--- config.mk ---
export PLATFORM = sky130hd
export DESIGN_NAME = dma_xfer_sequencer
export DESIGN_NICKNAME = d
export VERILOG_FILES = /design/src/rtl/dma_seq_pkg.sv /design/src/rtl/dma_desc_fifo.sv /design/src/rtl/dma_xfer_sequencer.sv
export SDC_FILE = /design/constraint.sdc
export NUM_CORES = 1
export LEC_CHECK = 0
export ABC_AREA = 1
export CAP_MARGIN = 20
export CORE_MARGIN = 1.5
export CORE_UTILIZATION = 55
export CTS_BUF_LIST = sky130_fd_sc_hd__clkbuf_8
export DETAILED_ROUTE_END_ITERATION = 8
export PLACE_DENSITY = 0.77
export SKIP_LAST_GASP = 1
export SYNTH_ARGS = -nofsm -noshare
export SYNTH_HDL_FRONTEND = slang
export SYNTH_SLANG_ARGS = --single-unit
--- constraint.sdc ---
create_clock -name clk_i -period 9.3 [get_ports clk_i]
set_input_delay 2.79 -clock clk_i [delete_from_list [all_inputs] [get_ports clk_i]]
set_output_delay 2.79 -clock clk_i [all_outputs]
set_load 0.03 [all_outputs]
--- src/rtl/dma_seq_pkg.sv ---
// dma_seq_pkg: descriptor type, GN4124 DMA register map and sequencer state encoding.
// Revision 1.0
`default_nettype none

package dma_seq_pkg;

  typedef struct packed {
    logic [31:0] dev;
    logic [63:0] host;
    logic [31:0] len;
    logic        dir;
  } t_dma_desc;

  localparam logic [7:0] c_DMA_CTRL    = 8'h00;
  localparam logic [7:0] c_DMA_STAT    = 8'h04;
  localparam logic [7:0] c_DMA_CSTART  = 8'h08;
  localparam logic [7:0] c_DMA_HSTARTL = 8'h0C;
  localparam logic [7:0] c_DMA_HSTARTH = 8'h10;
  localparam logic [7:0] c_DMA_LEN     = 8'h14;
  localparam logic [7:0] c_DMA_NEXTL   = 8'h18;
  localparam logic [7:0] c_DMA_NEXTH   = 8'h1C;
  localparam logic [7:0] c_DMA_ATTRIB  = 8'h20;

  localparam logic [31:0] c_CTRL_START = 32'h0000_0001;
  localparam logic [31:0] c_CTRL_ABORT = 32'h0000_0002;
  localparam logic [31:0] c_STAT_DONE  = 32'h0000_0004;

  typedef enum logic [2:0] {
    S_IDLE  = 3'd0,
    S_PROG  = 3'd1,
    S_START = 3'd2,
    S_WAIT  = 3'd3,
    S_ACK   = 3'd4,
    S_ABORT = 3'd5
  } t_seq_state;

  // Programming writes are contiguous from CSTART, one word per index.
  function automatic logic [7:0] prog_offset(input logic [2:0] idx);
    return c_DMA_CSTART + {3'b000, idx, 2'b00};
  endfunction

  function automatic logic [31:0] prog_data(input t_dma_desc d, input logic [2:0] idx);
    case (idx)
      3'd0:    return d.dev;
      3'd1:    return d.host[31:0];
      3'd2:    return d.host[63:32];
      3'd3:    return d.len;
      3'd6:    return {31'b0, d.dir};
      default: return 32'h0;
    endcase
  endfunction

endpackage

`default_nettype wire

--- src/rtl/dma_desc_fifo.sv ---
// dma_desc_fifo: synchronous FIFO of DMA descriptors with full/empty flags.
// Revision 1.0
`default_nettype none

module dma_desc_fifo
  import dma_seq_pkg::*;
#(
  parameter int g_DEPTH = 4
) (
  input  logic      clk_i,
  input  logic      rst_n_i,
  input  logic      push_i,
  input  t_dma_desc din_i,
  input  logic      pop_i,
  output t_dma_desc dout_o,
  output logic      full_o,
  output logic      empty_o
);

  localparam int             c_AW   = (g_DEPTH > 1) ? $clog2(g_DEPTH) : 1;
  localparam logic [c_AW:0]  c_FULL = (c_AW + 1)'(g_DEPTH);

  logic [c_AW-1:0] wptr_q, wptr_d, rptr_q, rptr_d;
  logic [c_AW:0]   cnt_q, cnt_d;
  logic            push_ok, pop_ok;
  t_dma_desc       mem_q [g_DEPTH];

  assign full_o  = (cnt_q == c_FULL);
  assign empty_o = (cnt_q == '0);
  assign dout_o  = mem_q[rptr_q];
  assign push_ok = push_i & ~full_o;
  assign pop_ok  = pop_i & ~empty_o;

  // Depth is a power of two, so pointers wrap naturally.
  always_comb begin
    wptr_d = wptr_q;
    rptr_d = rptr_q;
    cnt_d  = cnt_q;
    if (push_ok) wptr_d = wptr_q + 1'b1;
    if (pop_ok)  rptr_d = rptr_q + 1'b1;
    case ({push_ok, pop_ok})
      2'b10:   cnt_d = cnt_q + 1'b1;
      2'b01:   cnt_d = cnt_q - 1'b1;
      default: cnt_d = cnt_q;
    endcase
  end

  always_ff @(posedge clk_i or negedge rst_n_i) begin
    if (!rst_n_i) begin
      wptr_q <= '0;
      rptr_q <= '0;
      cnt_q  <= '0;
    end else begin
      wptr_q <= wptr_d;
      rptr_q <= rptr_d;
      cnt_q  <= cnt_d;
    end
  end

  always_ff @(posedge clk_i) begin
    if (push_ok) mem_q[wptr_q] <= din_i;
  end

endmodule

`default_nettype wire

--- src/rtl/dma_xfer_sequencer.sv ---
// dma_xfer_sequencer: queues DMA descriptors and drives the GN4124 DMA engine over Wishbone.
// Revision 1.0
`default_nettype none

module dma_xfer_sequencer
  import dma_seq_pkg::*;
#(
  parameter logic [31:0] g_DMA_BASE    = 32'h0000_00C0,
  parameter int          g_FIFO_DEPTH  = 4,
  parameter int          g_TIMEOUT_CYC = 125000
) (
  input  logic        clk_i,
  input  logic        rst_n_i,
  input  logic        desc_valid_i,
  output logic        desc_ready_o,
  input  logic [31:0] desc_dev_i,
  input  logic [63:0] desc_host_i,
  input  logic [31:0] desc_len_i,
  input  logic        desc_dir_i,
  output logic        wb_cyc_o,
  output logic        wb_stb_o,
  output logic        wb_we_o,
  output logic [31:0] wb_adr_o,
  output logic [31:0] wb_dat_o,
  output logic [3:0]  wb_sel_o,
  input  logic        wb_ack_i,
  input  logic        wb_err_i,
  input  logic        dma_done_i,
  output logic        busy_o,
  output logic        xfer_done_o,
  output logic        xfer_err_o,
  output logic [15:0] xfer_cnt_o
);

  localparam logic [31:0] c_TMO_LAST = 32'(g_TIMEOUT_CYC - 1);

  t_seq_state  state_q, state_d;
  logic [2:0]  idx_q, idx_d;
  logic        gap_q, gap_d, abort_pend_q, abort_pend_d;
  logic [31:0] tmo_q, tmo_d;
  t_dma_desc   desc_q, desc_d, fifo_head, push_desc;
  logic        done_q, done_d, xerr_q, xerr_d;
  logic [15:0] cnt_q, cnt_d;
  logic        fifo_full, fifo_empty, fifo_pop, wb_active;
  logic [7:0]  wb_off;
  logic [31:0] wb_dat;

  assign push_desc = '{dev: desc_dev_i, host: desc_host_i, len: desc_len_i, dir: desc_dir_i};

  dma_desc_fifo #(.g_DEPTH(g_FIFO_DEPTH)) u_fifo (
    .clk_i   (clk_i),
    .rst_n_i (rst_n_i),
    .push_i  (desc_valid_i),
    .din_i   (push_desc),
    .pop_i   (fifo_pop),
    .dout_o  (fifo_head),
    .full_o  (fifo_full),
    .empty_o (fifo_empty)
  );

  // gap_q marks the mandatory cyc-low cycle that follows every completed write.
  always_comb begin
    wb_active = ~gap_q & (state_q inside {S_PROG, S_START, S_ACK, S_ABORT});
    wb_off    = c_DMA_CTRL;
    wb_dat    = '0;
    case (state_q)
      S_PROG:  begin wb_off = prog_offset(idx_q); wb_dat = prog_data(desc_q, idx_q); end
      S_START: wb_dat = c_CTRL_START;
      S_ACK:   begin wb_off = c_DMA_STAT; wb_dat = c_STAT_DONE; end
      S_ABORT: wb_dat = c_CTRL_ABORT;
      default: ;
    endcase
  end

  assign wb_cyc_o     = wb_active;
  assign wb_stb_o     = wb_active;
  assign wb_we_o      = wb_active;
  assign wb_sel_o     = {4{wb_active}};
  assign wb_adr_o     = wb_active ? (g_DMA_BASE + {24'b0, wb_off}) : '0;
  assign wb_dat_o     = wb_active ? wb_dat : '0;
  assign desc_ready_o = ~fifo_full;
  assign busy_o       = (state_q != S_IDLE) | ~fifo_empty;
  assign xfer_done_o  = done_q;
  assign xfer_err_o   = xerr_q;
  assign xfer_cnt_o   = cnt_q;

  always_comb begin
    state_d      = state_q;
    idx_d        = idx_q;
    gap_d        = gap_q;
    abort_pend_d = abort_pend_q;
    tmo_d        = tmo_q;
    desc_d       = desc_q;
    done_d       = 1'b0;
    xerr_d       = 1'b0;
    fifo_pop     = 1'b0;
    if (gap_q) begin
      gap_d = 1'b0;
      if (abort_pend_q) begin
        abort_pend_d = 1'b0;
        state_d      = S_ABORT;
      end else begin
        case (state_q)
          S_PROG:  if (idx_q == 3'd6) begin idx_d = '0; state_d = S_START; end
                   else idx_d = idx_q + 3'd1;
          S_START: begin tmo_d = '0; state_d = S_WAIT; end
          default: state_d = S_IDLE;
        endcase
      end
    end else begin
      case (state_q)
        S_IDLE: if (!fifo_empty) begin
          fifo_pop = 1'b1;
          desc_d   = fifo_head;
          idx_d    = '0;
          state_d  = S_PROG;
        end
        // Done is checked before the timeout so a simultaneous arrival still completes.
        S_WAIT: if (dma_done_i)                state_d = S_ACK;
                else if (tmo_q == c_TMO_LAST) state_d = S_ABORT;
                else                          tmo_d   = tmo_q + 32'd1;
        S_PROG, S_START, S_ACK, S_ABORT: if (wb_ack_i | wb_err_i) begin
          gap_d = 1'b1;
          if (state_q == S_ABORT)   xerr_d       = 1'b1;
          else if (wb_err_i)        abort_pend_d = 1'b1;
          else if (state_q == S_ACK) done_d      = 1'b1;
        end
        default: state_d = S_IDLE;
      endcase
    end
    cnt_d = cnt_q + {15'b0, done_d};
  end

  always_ff @(posedge clk_i or negedge rst_n_i) begin
    if (!rst_n_i) begin
      state_q      <= S_IDLE;
      idx_q        <= '0;
      gap_q        <= 1'b0;
      abort_pend_q <= 1'b0;
      tmo_q        <= '0;
      desc_q       <= '0;
      done_q       <= 1'b0;
      xerr_q       <= 1'b0;
      cnt_q        <= '0;
    end else begin
      state_q      <= state_d;
      idx_q        <= idx_d;
      gap_q        <= gap_d;
      abort_pend_q <= abort_pend_d;
      tmo_q        <= tmo_d;
      desc_q       <= desc_d;
      done_q       <= done_d;
      xerr_q       <= xerr_d;
      cnt_q        <= cnt_d;
    end
  end

endmodule

`default_nettype wire
==> results.md <==
* Aggregate global routing overflow at 0
* Pin count of the biggest net entering global routing at 163
* Y dimension of the die at 233 µm
* Count of boundary I/O pins at between 200 and 250
* Fill cell count at 3772
* Inserted Clock Buffers at 107
* Root Driver: sky130_fd_sc_hd__clkbuf_8
* DR pass1 iterations at 7
* Insertion delay to the later sink of the worst-skew pair at 0.71 ns
* Via count of the first global-routing pass at 19254
* Count of endpoints failing hold in the final timing report at 0
* DRC violation total after the first TritonRoute iteration at 2516
* FF-to-FF setup slack at 6.01 ns
* Last weighted congestion value of the routability-driven placer at approximately 0.92
* Fraction of layout instances using a drive strength above 1 at under 10%
* Number of setup buffers added after CTS at 0
* Relative slew slack at between 20% and 30%
* Total power consumption of the routed design at 11.2 mW
* Overall die area at 54100 µm²
* Worst clock skew at 0.0329 ns
* Setup slack at placement at 3.67 ns
* Total wirelength of the detailed-routed design at 77.6 mm
* CTS Hold Buffers Added at 0
* Required time of the critical path at 6.51 ns
* Capturing element type of the critical path: output port
* Top achievable clock speed at 0.167 GHz
* Type of the setup path with the least slack: flop to output port
* Gr usage total at roughly 29%
* Total core area at around 52000 µm²
* Initial Utilization at 56.0%
* # DRC at 0
* Setup repair after global routing missed its margin: no
* Area grow syn2layout at 15.7%
* Critical path, cell by cell: nand2_1 > inv_1 > ha_1 > buf_4 > nand2_1 > nand4_1 > nand3_1 > a21oi_1 > clkdlybuf4s50_1
* Post-cts gate resize count at 0
* Critical-path top delay cell: sky130_fd_sc_hd__clkdlybuf4s50_1
* Average via count per standard cell at 5.77
* Worst R2R Path Depth at 6
* Post-Route Utilization at 64.8%
* Number of vias in the routed layout at 20368
* Die X at around 230 µm
* Number of setup violations in the final report at 0
* Worst min-delay path category: flop to flop
* Startpoint type of the worst setup path: flop
* Average wire per standard cell at 22.0 µm
* Most repeated library cell on the critical path: sky130_fd_sc_hd__nand2_1
* PwrDens at approximately 340 nW/µm²
* Count of different cell masters after synthesis at 37
* Min-Delay Path Depth at 1
* Crit-path max FO at 32
* Time the final worst path needs with I/O delays and setup at 5.97 ns
* Worst flop-to-flop path startpoint: gap_q
* Nets at 2903
* Static leakage power at roughly 13 nW
* Number of warnings printed during yosys synthesis at 0
* Count of buffers from port buffering at roughly 200
* Worst-case hold slack at 0.477 ns
* Sink Count at 710
* Clock Tree Buf Depth at 3
* Detailed placer's ending HPWL at 48.5 mm
* Register clock-pin slew on the reported worst setup and hold paths at 0.06 ns
* Number of max-slew violations in the final report at 0
* Post-Syn Instances at 2572
* Transition time at the pin with the least slew margin at 1.07 ns
* Share of the clock period used by the worst path after layout at approximately 64%
* Hold worst-path end: u_fifo.cnt_q[0]
* Post-synthesis cell area at just under 30000 µm²
* Status: finished clean
* Crit-path max cell delay at 0.69 ns
* Wire length of the first global-routing pass at ~120 mm
* Capturing point of the worst reg2reg path: desc_q[56]
* Per-instance average area after synthesis at 11.3 µm²
* Buffer and inverter count on the worst path at 3
* Post-route antenna net violation count at 0
* Endpoint arrival time on the critical path at 3.18 ns
* Cell class contributing the biggest share of worst-path delay: buffers and inverters
* Antenna violations before repair at 11
* Count of maximum capacitance violations at 0
* Launch instance of the worst min-delay path: u_fifo.cnt_q[0]
* TritonCTS clock tree: built
* IR Drop Worst-Case VDD at 332 µV
* Summed negative setup slack over all endpoints at 0 ns
* Setup slack after layout at approximately 3.3 ns
* Register bit count reported by yosys at 710
* Number of core rows at 83
* Fraction of the yosys area taken by sequential cells at 70.2%
* H-tree levels at 3
==> logic make-up after synthesis <==
logic type      after synthesis  synth area share [%]
simple gates               1031                  13.9
flops                       710                  70.2
compound gates              503                  9.67
buf+inv                     284                  4.74
xor+xnor                     32                 0.967
fa+ha+maj                    11                 0.501
other cells                   1                0.0129
==> how the worst max path moves through the flow <==
| stage | from | slack, ns | cells after the start | end |
|---|---|---|---|---|
| after global placement | desc_valid_i | 3.73 | 4 | u_fifo.mem_q[1][128] |
| after floorplan | desc_valid_i | 0.33 | 2 | u_fifo.mem_q[0][0] |
| final | idx_q[0] | 3.33 | 9 | wb_dat_o[2] |
| after detailed placement | desc_valid_i | 3.67 | 4 | u_fifo.mem_q[2][94] |
| after global routing | idx_q[0] | 3.21 | 9 | wb_dat_o[2] |
| after CTS | idx_q[0] | 2.99 | 5 | wb_dat_o[6] |
==> stage by stage <==
step / std cells / cell area, µm²
after floorplan: 2597 / 29100
after global placement: 3324 / 31200
after detailed placement: 3324 / 31200
after CTS: 3524 / 33400
after global routing: 3529 / 33500
final: 3531 / 33500
==> power breakdown <==
part | switching [mW] | leakage, nW | internal (mW) | total [mW]
clock | 1.21 | 1.30 | 1.42 | 2.63
sequential | 0.495 | 7.06 | 4.25 | 4.74
combinational | 2.69 | 4.14 | 1.18 | 3.87
total | 4.39 | 12.5 | 6.85 | 11.2
==> cell usage after synthesis (all sizes together) <==
cell	count	area, µm²
nor2	662	2510
edfxtp	516	15500
o21ai	331	1670
nand2	305	1140
dfrtp	194	4850
inv	113	427
buf	102	689
a31oi	96	601
clkbuf	69	259
nand3	42	233
o22ai	35	219
a221oi	29	254
xor2	24	210
nand4	12	75.1
a21oi	11	55.1
ha	10	125
xnor2	8	70.1
nor3	5	30.0
nor3b	2	15.0
a21boi	1	7.51
and2	1	6.26
conb	1	3.75
fa	1	20.0
nor4	1	6.26
or2	1	6.26
==> metal layers <==
| metal | GRT usage (%) | vias up | wire (µm) |
|---|---|---|---|
| li1 | - | 9207 | - |
| met2 | 45.9 | 1031 | 36800 |
| met1 | 37.9 | 9923 | 29700 |
| met3 | 6.72 | 191 | 7150 |
| met5 | 0 | - | 113 |
| met4 | 13.2 | 16 | 3810 |
==> area by class of cell <==
| cell class | count | area (µm²) | area share (%) |
|---|---|---|---|
| clock inverter | 72 | 484 | 1.44 |
| sequential | 710 | 20400 | 60.7 |
| tap | 680 | 851 | 2.54 |
| clock buffer | 128 | 1760 | 5.25 |
| timing repair buffer | 222 | 2250 | 6.70 |
| inverter | 113 | 439 | 1.31 |
| antenna | 3 | 7.51 | 0.0224 |
| multi-input combinational | 1603 | 7390 | 22.0 |
==> layout by cell type (no fill, tap or decap), drive strengths merged <==
cell             n
nor2           662
edfxtp         516
o21ai          331
nand2          305
clkdlybuf4s50  198
dfrtp          194
inv            153
clkbuf         129
a31oi           96
nand3           42
o22ai           35
a221oi          29
conb            26
xor2            24
buf             23
clkinv          22
nand4           12
a21oi           11
ha              10
xnor2            8
bufinv           6
nor3             5
clkinvlp         4
diode            3
nor3b            2
nor4             1
or2              1
and2             1
a21boi           1
fa               1
==> sequential cells by signal, indices dropped and copies added (netlist names) <==
signal and count:
u_fifo.mem_q 516, desc_q 129, tmo_q 32, xfer_cnt_o 16, idx_q 3, state_q 3, u_fifo.cnt_q 3, u_fifo.rptr_q 2
u_fifo.wptr_q 2, abort_pend_q 1, gap_q 1, xfer_done_o 1, xfer_err_o 1
Power figures use the tool's default switching activity.
